`src/rtl/intersect_unit.sv`:
```
// intersect_unit: joins the coord/pos streams of two fiber scanners and
// forwards only the coordinates found in both, together with each side's
// position. Stop and done tokens are passed through in step on all three
// outputs.
// Build option: define INTERSECT_DBG_CNT_EN to add match_count/drop_count.

// Small FIFO with wrapping pointers and a separate occupancy counter.
module intersect_fifo #(
    parameter int W     = 17,
    parameter int DEPTH = 2
) (
    input  logic         clk,
    input  logic         rst_n,
    input  logic         clk_en,
    input  logic         flush,
    input  logic         push_i,
    input  logic [W-1:0] data_i,
    input  logic         pop_i,
    output logic [W-1:0] data_o,
    output logic         empty_o,
    output logic         full_o
);
    localparam int AW = (DEPTH > 1) ? $clog2(DEPTH) : 1;
    localparam int CW = $clog2(DEPTH + 1);

    logic [W-1:0]  mem_q [DEPTH];
    logic [AW-1:0] wr_q;
    logic [AW-1:0] rd_q;
    logic [CW-1:0] cnt_q;
    logic          do_pop;
    logic          do_push;

    assign empty_o = (cnt_q == '0);
    assign full_o  = (cnt_q == CW'(DEPTH));
    assign do_pop  = pop_i & ~empty_o;
    // A write into a full FIFO is fine when the head leaves in the same cycle.
    assign do_push = push_i & (~full_o | do_pop);
    // The head reads as zero while empty so idle outputs are clean.
    assign data_o  = empty_o ? '0 : mem_q[rd_q];

    // Storage array, written without reset.
    always_ff @(posedge clk) begin
        if (clk_en && !flush && do_push) begin
            mem_q[wr_q] <= data_i;
        end
    end

    // Pointer and occupancy bookkeeping.
    always_ff @(posedge clk or negedge rst_n) begin
        if (!rst_n) begin
            wr_q  <= '0;
            rd_q  <= '0;
            cnt_q <= '0;
        end else if (clk_en) begin
            if (flush) begin
                wr_q  <= '0;
                rd_q  <= '0;
                cnt_q <= '0;
            end else begin
                if (do_push) wr_q <= wr_q + 1'b1;
                if (do_pop)  rd_q <= rd_q + 1'b1;
                cnt_q <= cnt_q + CW'(do_push) - CW'(do_pop);
            end
        end
    end
endmodule

module intersect_unit #(
    parameter int                DATA_WIDTH = 16,
    parameter int                FIFO_DEPTH = 2,
    parameter logic [DATA_WIDTH:0] DONE_TOKEN = 17'h10100
) (
    input  logic                clk,
    input  logic                rst_n,
    input  logic                clk_en,
    input  logic                flush,
    input  logic                tile_en,
    input  logic [DATA_WIDTH:0] coord_in_0,
    input  logic                coord_in_0_valid,
    output logic                coord_in_0_ready,
    input  logic [DATA_WIDTH:0] pos_in_0,
    input  logic                pos_in_0_valid,
    output logic                pos_in_0_ready,
    input  logic [DATA_WIDTH:0] coord_in_1,
    input  logic                coord_in_1_valid,
    output logic                coord_in_1_ready,
    input  logic [DATA_WIDTH:0] pos_in_1,
    input  logic                pos_in_1_valid,
    output logic                pos_in_1_ready,
    output logic [DATA_WIDTH:0] coord_out,
    output logic                coord_out_valid,
    input  logic                coord_out_ready,
    output logic [DATA_WIDTH:0] pos_out_0,
    output logic                pos_out_0_valid,
    input  logic                pos_out_0_ready,
    output logic [DATA_WIDTH:0] pos_out_1,
    output logic                pos_out_1_valid,
    input  logic                pos_out_1_ready,
    output logic                protocol_err
`ifdef INTERSECT_DBG_CNT_EN
    ,
    output logic [31:0]         match_count,
    output logic [31:0]         drop_count
`endif
);
    localparam int TW = DATA_WIDTH + 1;

    typedef enum logic {ST_ACTIVE = 1'b0, ST_DONE = 1'b1} state_t;

    // Input channel order: 0 coord A, 1 pos A, 2 coord B, 3 pos B.
    logic [TW-1:0] in_data [4];
    logic [TW-1:0] in_head [4];
    logic [3:0]    in_valid;
    logic [3:0]    in_ready;
    logic [3:0]    in_push;
    logic [3:0]    in_pop;
    logic [3:0]    in_empty;
    logic [3:0]    in_full;

    // Output channel order: 0 coord, 1 pos A, 2 pos B.
    logic [TW-1:0] out_data [3];
    logic [TW-1:0] out_head [3];
    logic [2:0]    out_valid;
    logic [2:0]    out_ready;
    logic [2:0]    out_pop;
    logic [2:0]    out_empty;
    logic [2:0]    out_full;

    state_t        state_q;
    logic          err_q;
    logic          decide;
    logic          out_space;
    logic          pop_a;
    logic          pop_b;
    logic          emit;
    logic          data_emit;
    logic          drop;
    logic          set_err;
    logic          go_done;
    logic [TW-1:0] ca, pa, cb, pb;
    logic          a_ctl, b_ctl, a_done, b_done;

    assign in_data[0] = coord_in_0;
    assign in_data[1] = pos_in_0;
    assign in_data[2] = coord_in_1;
    assign in_data[3] = pos_in_1;
    assign in_valid   = {pos_in_1_valid, coord_in_1_valid, pos_in_0_valid, coord_in_0_valid};
    assign coord_in_0_ready = in_ready[0];
    assign pos_in_0_ready   = in_ready[1];
    assign coord_in_1_ready = in_ready[2];
    assign pos_in_1_ready   = in_ready[3];
    assign in_pop = {pop_b, pop_b, pop_a, pop_a};

    genvar gi;
    generate
        for (gi = 0; gi < 4; gi++) begin : g_in
            assign in_ready[gi] = ~in_full[gi] & tile_en;
            assign in_push[gi]  = in_valid[gi] & in_ready[gi] & clk_en;
            intersect_fifo #(.W(TW), .DEPTH(FIFO_DEPTH)) u_fifo (
                .clk     (clk),
                .rst_n   (rst_n),
                .clk_en  (clk_en),
                .flush   (flush),
                .push_i  (in_push[gi]),
                .data_i  (in_data[gi]),
                .pop_i   (in_pop[gi]),
                .data_o  (in_head[gi]),
                .empty_o (in_empty[gi]),
                .full_o  (in_full[gi])
            );
        end
        for (gi = 0; gi < 3; gi++) begin : g_out
            assign out_valid[gi] = ~out_empty[gi] & tile_en;
            assign out_pop[gi]   = out_valid[gi] & out_ready[gi] & clk_en;
            intersect_fifo #(.W(TW), .DEPTH(FIFO_DEPTH)) u_fifo (
                .clk     (clk),
                .rst_n   (rst_n),
                .clk_en  (clk_en),
                .flush   (flush),
                .push_i  (emit),
                .data_i  (out_data[gi]),
                .pop_i   (out_pop[gi]),
                .data_o  (out_head[gi]),
                .empty_o (out_empty[gi]),
                .full_o  (out_full[gi])
            );
        end
    endgenerate

    assign out_ready       = {pos_out_1_ready, pos_out_0_ready, coord_out_ready};
    assign coord_out       = out_head[0];
    assign pos_out_0       = out_head[1];
    assign pos_out_1       = out_head[2];
    assign coord_out_valid = out_valid[0];
    assign pos_out_0_valid = out_valid[1];
    assign pos_out_1_valid = out_valid[2];
    assign protocol_err    = err_q;

    assign ca     = in_head[0];
    assign pa     = in_head[1];
    assign cb     = in_head[2];
    assign pb     = in_head[3];
    assign a_ctl  = ca[DATA_WIDTH];
    assign b_ctl  = cb[DATA_WIDTH];
    assign a_done = (ca == DONE_TOKEN);
    assign b_done = (cb == DONE_TOKEN);

    // One decision per cycle, only when both heads are complete.
    assign decide    = clk_en & tile_en & ~flush & (state_q == ST_ACTIVE) & ~(|in_empty);
    // Every output must be able to take a token; a same-cycle pop frees a slot.
    assign out_space = &(~out_full | out_pop);

    // Merge decision: which sides pop and what, if anything, is emitted.
    always_comb begin
        pop_a       = 1'b0;
        pop_b       = 1'b0;
        emit        = 1'b0;
        data_emit   = 1'b0;
        drop        = 1'b0;
        set_err     = 1'b0;
        go_done     = 1'b0;
        out_data[0] = '0;
        out_data[1] = '0;
        out_data[2] = '0;
        if (decide) begin
            if (!a_ctl && !b_ctl) begin
                if (ca[DATA_WIDTH-1:0] == cb[DATA_WIDTH-1:0]) begin
                    if (out_space) begin
                        emit        = 1'b1;
                        data_emit   = 1'b1;
                        pop_a       = 1'b1;
                        pop_b       = 1'b1;
                        out_data[0] = ca;
                        out_data[1] = pa;
                        out_data[2] = pb;
                    end
                end else if (ca[DATA_WIDTH-1:0] < cb[DATA_WIDTH-1:0]) begin
                    pop_a = 1'b1;
                    drop  = 1'b1;
                end else begin
                    pop_b = 1'b1;
                    drop  = 1'b1;
                end
            end else if (!a_ctl) begin
                // B has closed its fiber: drain what remains of A.
                pop_a = 1'b1;
                drop  = 1'b1;
            end else if (!b_ctl) begin
                pop_b = 1'b1;
                drop  = 1'b1;
            end else if (a_done && b_done) begin
                if (out_space) begin
                    emit        = 1'b1;
                    pop_a       = 1'b1;
                    pop_b       = 1'b1;
                    go_done     = 1'b1;
                    out_data[0] = DONE_TOKEN;
                    out_data[1] = DONE_TOKEN;
                    out_data[2] = DONE_TOKEN;
                end
            end else if (a_done || b_done) begin
                // Stop against done: skip the stop so the streams can realign.
                set_err = 1'b1;
                pop_a   = ~a_done;
                pop_b   = ~b_done;
            end else begin
                if (out_space) begin
                    emit        = 1'b1;
                    pop_a       = 1'b1;
                    pop_b       = 1'b1;
                    set_err     = (ca[7:0] != cb[7:0]);
                    out_data[0] = ca;
                    out_data[1] = ca;
                    out_data[2] = ca;
                end
            end
        end
    end

`ifdef INTERSECT_DBG_CNT_EN
    logic [31:0] match_q;
    logic [31:0] drop_q;
    assign match_count = match_q;
    assign drop_count  = drop_q;
`endif

    // Tile FSM, sticky error flag and optional statistics counters.
    always_ff @(posedge clk or negedge rst_n) begin
        if (!rst_n) begin
            state_q <= ST_ACTIVE;
            err_q   <= 1'b0;
`ifdef INTERSECT_DBG_CNT_EN
            match_q <= '0;
            drop_q  <= '0;
`endif
        end else if (clk_en) begin
            if (flush) begin
                state_q <= ST_ACTIVE;
                err_q   <= 1'b0;
`ifdef INTERSECT_DBG_CNT_EN
                match_q <= '0;
                drop_q  <= '0;
`endif
            end else if (tile_en) begin
                case (state_q)
                    ST_ACTIVE: begin
                        if (go_done) state_q <= ST_DONE;
                        if (set_err) err_q <= 1'b1;
`ifdef INTERSECT_DBG_CNT_EN
                        if (data_emit && match_q != 32'hFFFF_FFFF) match_q <= match_q + 32'd1;
                        if (drop && drop_q != 32'hFFFF_FFFF) drop_q <= drop_q + 32'd1;
`endif
                    end
                    default: begin
                        state_q <= ST_ACTIVE;
`ifdef INTERSECT_DBG_CNT_EN
                        match_q <= '0;
                        drop_q  <= '0;
`endif
                    end
                endcase
            end
        end
    end

`ifndef INTERSECT_DBG_CNT_EN
    logic unused_dbg;
    assign unused_dbg = data_emit ^ drop;
`endif
endmodule

```
`config.mk`:
```
export PLATFORM = sky130hd
export DESIGN_NAME = intersect_unit
export DESIGN_NICKNAME = d
export VERILOG_FILES = /design/src/rtl/intersect_unit.sv
export SDC_FILE = /design/constraint.sdc
export NUM_CORES = 1
export LEC_CHECK = 0
export CORE_ASPECT_RATIO = 0.5
export CORE_MARGIN = 5
export CORE_UTILIZATION = 56
export CTS_CLUSTER_SIZE = 30
export DETAILED_ROUTE_END_ITERATION = 8
export GPL_ROUTABILITY_DRIVEN = 1
export PLACE_DENSITY = 0.83
export SYNTH_ARGS = -nofsm -noshare
export SYNTH_HDL_FRONTEND = slang
export SYNTH_SLANG_ARGS = --single-unit
```
`constraint.sdc`:
```
create_clock -name clk -period 4.8 [get_ports clk]
set_input_delay 1.44 -clock clk [delete_from_list [all_inputs] [get_ports clk]]
set_output_delay 1.44 -clock clk [all_outputs]
set_load 0.05 [all_outputs]
```
# After elaboration in Yosys (flattened, before gate mapping)
# Memory sizes are Yosys's and may differ from the RTL's.
# Index checks and enable logic that the tools add are counted.
totals:
  memories: 7
  mem_bits_rw: 238
  regBits: 30
  in_bits: 80
memory_table:
  columns: ["memory", "words", "width", "rd", "rd_clocked_by_memory_dff", "write_ports", "line", "text"]
  rows:
  - ["g_in[0].u_fifo.mem_q", 2, 17, 1, 0, 1, "26", "logic [W-1:0] mem_q [DEPTH];"]
  - ["g_in[1].u_fifo.mem_q", 2, 17, 1, 0, 1, "26", null]
  - ["g_in[2].u_fifo.mem_q", 2, 17, 1, 0, 1, "26", null]
  - ["g_in[3].u_fifo.mem_q", 2, 17, 1, 0, 1, "26", null]
  - ["g_out[0].u_fifo.mem_q", 2, 17, 1, 0, 1, "26", null]
  - ["g_out[1].u_fifo.mem_q", 2, 17, 1, 0, 1, "26", null]
  - ["+1 memories", null, null, null, null, null, null, null]
op_classes:
  bitwise_logic: 67
  n_eq_ne: 12
  mux: 110
  add_sub_neg: 28
  reduce_logical: 55
  n_lt_le_gt_ge: 1
op_table:
  columns: ["cell", "count"]
  rows:
  - ["51-bit 2-to-1 mux", 10]
  - ["17-bit 2-to-1 mux", 7]
  - ["1-bit 2-to-1 mux", 86]
  - ["1-bit bitwise AND", 39]
  - ["17-bit equality test (second input constant)", 2]
  - ["2-bit nonzero test", 16]
  - ["2-bit AND reduction", 15]
  - ["1-bit NOT", 19]
  - ["16-bit equality test", 1]
  - ["16-bit < comparator", 1]
  - ["1-bit adder (second input constant)", 14]
  - ["2-bit by 1-bit adder with 2-bit output", 7]
  - ["2-bit equality test (second input constant)", 7]
  - ["2-bit logical NOT", 7]
  - ["2-bit 2-to-1 mux", 7]
  - ["2-bit by 1-bit subtractor with 2-bit output", 7]
  - ["1-bit logical AND", 10]
  - ["8-bit != test", 1]
  - ["1-bit OR", 7]
  - ["4-bit AND reduction", 1]
  - ["4-bit OR reduction", 1]
  - ["1-bit logical NOT", 3]
  - ["3-bit NOT", 1]
  - ["3-bit OR", 1]
  - ["other kinds (3)", 3]

# Longest topological paths before layout
depth:
  depth_word: 20
  mapped_depth: 19
  ltp_nobuf: 18

# Cells and area by module
# A second synthesis with hierarchy kept.
hier_totals:
  cells_unflattened: 960
  hier_area_um2: 12291.8
modules_own_cells:
  columns: ["module", "n_inst", "cells_each", "seq_area_each_um2", "area_each_um2"]
  rows:
  - ["intersect_fifo (g_in[2].u_fifo ...)", 5, 104, 1121.1, 1544.0]
  - ["intersect_fifo (g_in[0].u_fifo ...)", 2, 102, 1121.1, 1544.0]
  - ["intersect_unit", 1, 236, 50.0, 1483.9]

# Worst setup path before layout
# OpenSTA, ideal clock, no wires.
synth_path:
  path_kind: "reg2reg"
  start: "reg g_in[0].u_fifo.cnt_q[1]"
  end: "reg g_in[2].u_fifo.cnt_q[1]"
  setup_time_ps: 138
  synth_period_minus_slack_ps: 4198
  arrival_ps: 4060
  path_stages_with_launch: 19
  setup_slack_ps: 602
  path_buffers: 2
  t_required_ps: 4662
  cell_sequence: "dfrtp_1 nor2_2 clkbuf_1 buf_1 nor2_1 ha_1 nand4_1 or4_1 nand4bb_1 o211ai_1 o21ai_0 and2_1 ha_1 inv_1 ha_1 xnor2_1 nor3b_1 a21oi_1 o22ai_1"
synth_between:
  elab_chain_len: 16
  word_cells_on_any_way: 26
synth_rtl:
  columns: ["element", "line", "text"]
  rows:
  - ["start: declaration", "29", "logic [CW-1:0] cnt_q;"]
  - ["start signal: assignment", "62", "cnt_q <= cnt_q + CW'(do_push) - CW'(do_pop);"]
  - ["2-bit logical NOT *", "33", "assign empty_o = (cnt_q == '0);"]
  - ["branches (longest 8 deep; another with 16-bit < comparator)", null, null]
  - ["1-bit 2-to-1 mux *", "225", "if (decide) begin"]
  - ["1-bit bitwise AND *", "35", "assign do_pop = pop_i & ~empty_o;"]
  - ["1-bit OR", "37", "assign do_push = push_i & (~full_o | do_pop);"]
  - ["1-bit bitwise AND", "37", null]
  - ["2-bit by 1-bit adder with 2-bit output", "62", null]
  - ["2-bit by 1-bit subtractor with 2-bit output *", "62", null]
  - ["2-bit 2-to-1 mux *", "55", "if (flush) begin"]
  - ["end signal: assignment", "62", null]
  - ["end: declaration", "29", null]
# Mark *: on every way between the ends.
# A chain may end at the register's enable or synchronous reset.

# Worst setup path after layout
layout_path:
  start: "reg g_in[0].u_fifo.rd_q"
  end: "reg g_in[2].u_fifo.cnt_q[1]"
layout_between:
  elab_chain_len: 16
  word_cells_on_any_way: 23
layout_rtl:
  columns: ["element", "line", "text"]
  rows:
  - ["start: declaration", "28", "logic [AW-1:0] rd_q;"]
  - ["start signal: assignment", "61", "if (do_pop) rd_q <= rd_q + 1'b1;"]
  - ["memory 2 x 17 bit *", null, null]
  - ["17-bit 2-to-1 mux *", "39", "assign data_o = empty_o ? '0 : mem_q[rd_q];"]
  - ["branches (longest 6 deep; another with 16-bit < comparator)", null, null]
  - ["1-bit 2-to-1 mux *", "226", "if (!a_ctl && !b_ctl) begin"]
  - ["1-bit 2-to-1 mux *", "225", null]
  - ["1-bit bitwise AND *", "35", null]
  - ["1-bit OR", "37", null]
  - ["1-bit bitwise AND", "37", null]
  - ["2-bit by 1-bit adder with 2-bit output", "62", null]
  - ["2-bit by 1-bit subtractor with 2-bit output *", "62", null]
  - ["2-bit 2-to-1 mux *", "55", null]
# Marks and branches as above.

==> impl.org <==
** Status
- The flow ran to the end, and the final reports show no timing, DRC or antenna violations.

** Synth
- Distinct cells, synth :: 55
- The number of nets in the synthesized netlist is 1029.
- During synthesis, Yosys emitted a total of 0 warnings.
- Syn avg cell area :: 13.2 µm²
- Dominant cells by area after synthesis :: sky130_fd_sc_hd__edfxtp_1 59%, sky130_fd_sc_hd__dfrtp_1 6.2%, sky130_fd_sc_hd__mux2i_1 6.1%, sky130_fd_sc_hd__mux2_2 4.7%, sky130_fd_sc_hd__nor2_1 3.2%
- In the synthesized netlist, the number of instances is 920.
- In this run the cell area of the synthesized design comes to 12100 µm².
- Library cell occupying the most area in the post-synthesis netlist :: sky130_fd_sc_hd__edfxtp_1
- Area share of the leading cell type in the synthesized netlist :: 59.0%
- Proportion of synthesized chip area in sequential cells :: 65.2%
- Total of flip-flops plus latches after synthesis :: 268

** Layout
- The number of antenna diodes in the final layout is 0.
- FILL cells :: 1493
- For this run, the post-layout net count is 1190.
- The area growth from synthesis to layout is 21.2%.
- Once layout is complete, the utilization of the core stands at 68.4%.
- The multi-input combinational cells in the finished layout cover a total of 3910 µm².
- In the final layout, flip-flops and latches occupy 7900 µm².
- In the final layout, the share of cells above drive strength 1 is 14.5%.
- Cell area after layout :: 14700 µm²

** Floorplanning
- From bottom edge to top edge, the die measures 114 µm.
- The core region is 21500 µm².
- In this run the horizontal extent of the chip is 218 µm.
- I/O pin cnt :: 139
- The floorplan has 38 rows.
- Initial Utilization :: 56.4%
- The floorplan step defined a die boundary enclosing 24900 µm².

** STA
- The final hold violation count was 0.
- Transition at the pin with the smallest max-transition slack :: 1020 ps
- Worst slew margin relative to its limit :: 31.9%
- Top achievable clock speed :: 231 MHz
- Count of final max-slew check failures :: 0
- Total negative setup slack :: 0 ps
- For the final database, setup skew stands at 10.7 ps.
- # setup viols final :: 0
- Setup repair after global routing left no endpoint under its margin.
- The final critical path takes up 90.0% of the cycle.
- Final worst path period need :: 4320 ps

** GRT
- After global routing the overflow that remains totals 0.
- Total global routing track utilization :: 22.9%
- Number of global-route vias before repair :: 8182
- Wire length of the first global-routing pass :: 44300 µm
- Number of antenna violations at the first check in global routing :: 0
- Entering global routing, the biggest net connects 31 pins.

** CTS
- The number of clock buffers added by TritonCTS is 24.
- The number of gates resized after CTS was 0.
- Clock-pin slew of the registers on the worst-case setup and hold paths :: 70 ps
- Number of buffers between clock root and the deepest sink :: 3
- H-tree depth :: 1
- Clock latency of the later-clocked register in the worst-skew pair :: 520 ps
- CTS saw 268 sinks.
- Post-CTS timing repair inserted 0 buffers for setup.
- TritonCTS clock tree :: yes
- The tree is rooted in a sky130_fd_sc_hd__clkbuf_16.
- Hold_buf cts :: 0

** Worst setup path
- Category of the critical setup timing path :: flip-flop to flip-flop
- STA puts the critical path data required time at 5190 ps.
- The worst setup path is captured at a flip-flop.
- Crit-path max FO :: 11
- The worst setup path is launched from a flip-flop.
- Data on the critical path arrives at its endpoint at 4710 ps.
- Reg-to-Reg Start :: g_in[0].u_fifo.rd_q
- Source of the critical timing path :: g_in[0].u_fifo.rd_q

** Detailed routing
- Using the TritonRoute via totals, the vias-per-cell ratio works out to 5.66.
- In the routed design, unresolved DRC markers number 0.
- Before antenna repair, the detailed router went through 6 iterations.
- Dividing the detail-routed wire length by the instance count gives 20.4 µm.
- DRT Wirelength :: 28500 µm
- Number of design-rule violations left by the first detailed-router iteration :: 678
- Detailed routing inserted a total of 7893 vias.
- ANT nets after route :: 0

** Worst hold path
- Worst hold start :: g_out[1].u_fifo.wr_q
- Path type of the worst min-delay path :: flip-flop to flip-flop

** Power
- VDD IR max :: 0.256 mV
- The analysis attributes to cell leakage a power of 5.16 nW.
- Power after layout :: 6.24 mW
- Dividing total power by cell area gives a power density of 425 nW/µm².

** Flow run
- Max-cap violations in this run came to 0.

** Place
- In this run the cell area measured after placement is 14000 µm².
- HPWL after detailed placement :: 20700 µm
- The count of buffers added on input and output ports is 138.
- Routability-driven placement finished with a final weighted congestion of 0.961.
==> routing by layer <==
| layer | part of all wire (%) | routed length, µm | vias to the layer above | track usage [%] |
|---|---|---|---|---|
| met5 | 0 | 0 | - | 0 |
| met4 | 2.3 | 641 | 0 | 5.60 |
| met3 | 7.5 | 2150 | 52 | 3.77 |
| met2 | 49 | 13900 | 315 | 38.7 |
| met1 | 41 | 11700 | 3858 | 31.6 |
| li1 | - | - | 3668 | - |
==> cells by family (layout without fill, tap and decap cells) <==
logic type	after synthesis	after routing	share of synthesized area, %
fa+ha+maj	29	29	2.99
compound gates	103	103	5.11
xor+xnor	19	19	1.37
mux	125	125	10.8
buf+inv	78	252	2.90
flops	268	268	65.2
simple gates	298	298	11.6
==> Yosys cell counts (all sizes together) <==
library cell / number
nand2: 90
xnor2: 16
nor2: 103
mux2: 51
nor4b: 3
a21oi: 50
a311oi: 1
and4bb: 1
o311a: 1
nand4: 7
nor3: 26
or2: 5
a41oi: 1
a221oi: 1
o211ai: 4
o22ai: 12
a211oi: 4
a21bo: 1
or3: 2
and2: 15
o21bai: 1
buf: 12
a32oi: 1
o41ai: 1
nor2b: 10
ha: 29
o31ai: 1
o22a: 2
inv: 35
dfrtp: 30
edfxtp: 238
nand3: 18
clkbuf: 31
nand4bb: 1
mux2i: 74
o21ai: 18
or4: 3
xor2: 3
o21a: 2
nor3b: 8
nand2b: 2
and3: 2
nor4: 2
o2111ai: 2
==> final timing paths <==
path	endpoint	slack, ps	depth (start not counted)
setup / recovery	g_in[2].u_fifo.cnt_q[1]	480	17
hold / removal	g_out[1].u_fifo.wr_q	520	1
setup reg to reg	g_in[2].u_fifo.cnt_q[1]	480	17
hold reg to reg	g_out[1].u_fifo.wr_q	520	1
max in group asynchronous	g_in[0].u_fifo.rd_q	3160	2
min in group asynchronous	g_out[0].u_fifo.cnt_q[0]	1320	2
==> sequential cells by signal (all words and copies together), names as in the netlist, 3 cells and up <==
register,flops
g_out.u_fifo.mem_q,102
g_in.u_fifo.rd_q,4
g_out.u_fifo.rd_q,3
g_out.u_fifo.wr_q,3
g_in.u_fifo.cnt_q,8
g_out.u_fifo.cnt_q,6
g_in.u_fifo.wr_q,4
g_in.u_fifo.mem_q,136
==> where the power goes <==
part / leakage, nW / switching [mW] / internal [mW] / total, mW
Clock: 0.351 / 0.815 / 0.966 / 1.78
Combinational: 2.23 / 1.06 / 0.665 / 1.73
Sequential: 2.57 / 0.135 / 2.59 / 2.73
Total: 5.16 / 2.01 / 4.22 / 6.24
==> cell usage in the layout, fill, tap and decap left out, types with 24 or more instances in the layout <==
| master | n |
|---|---|
| sky130_fd_sc_hd__a21oi_1 | 49 |
| sky130_fd_sc_hd__ha_1 | 29 |
| sky130_fd_sc_hd__nand2_1 | 90 |
| sky130_fd_sc_hd__mux2_2 | 51 |
| sky130_fd_sc_hd__clkbuf_16 | 24 |
| sky130_fd_sc_hd__clkdlybuf4s50_1 | 131 |
| sky130_fd_sc_hd__nor2_1 | 102 |
| sky130_fd_sc_hd__mux2i_1 | 74 |
| sky130_fd_sc_hd__buf_4 | 47 |
| sky130_fd_sc_hd__edfxtp_1 | 238 |
| sky130_fd_sc_hd__inv_1 | 35 |
| sky130_fd_sc_hd__dfrtp_1 | 29 |
==> critical path, cell delays in order, from the launching register on <==
cell	delay, ps
sky130_fd_sc_hd__dfrtp_2	520
sky130_fd_sc_hd__buf_4	240
sky130_fd_sc_hd__mux2i_1	370
sky130_fd_sc_hd__nor2_1	130
sky130_fd_sc_hd__ha_1	350
sky130_fd_sc_hd__nand4_1	150
sky130_fd_sc_hd__or4_1	540
sky130_fd_sc_hd__nand4bb_1	260
sky130_fd_sc_hd__o211ai_1	280
sky130_fd_sc_hd__o21ai_0	140
sky130_fd_sc_hd__and2_1	190
sky130_fd_sc_hd__ha_1	270
sky130_fd_sc_hd__inv_1	40
sky130_fd_sc_hd__ha_1	200
sky130_fd_sc_hd__xnor2_1	190
sky130_fd_sc_hd__nor3b_1	70
sky130_fd_sc_hd__a21oi_1	140
sky130_fd_sc_hd__o22ai_1	110
==> area by class of cell <==
cell class / instances / share of cell area (%)
clock buffers: 26 / 4.14
flip-flops and latches: 268 / 53.8
well taps: 300 / 2.56
repair buffers: 178 / 11.3
inverters: 35 / 0.894
clock inverters: 13 / 0.681
multi-input cells: 574 / 26.6
==> stage by stage <==
| step | hold WS (ps) | cells | setup WS, ps |
|---|---|---|---|
| floorplan | 460 | 920 | 602 |
| global placement | 477 | 1355 | 460 |
| detailed placement | 506 | 1355 | 208 |
| CTS | 519 | 1394 | 350 |
| global route | 555 | 1394 | 103 |
| finish | 522 | 1394 | 479 |
(Power assumes the default switching activity.)
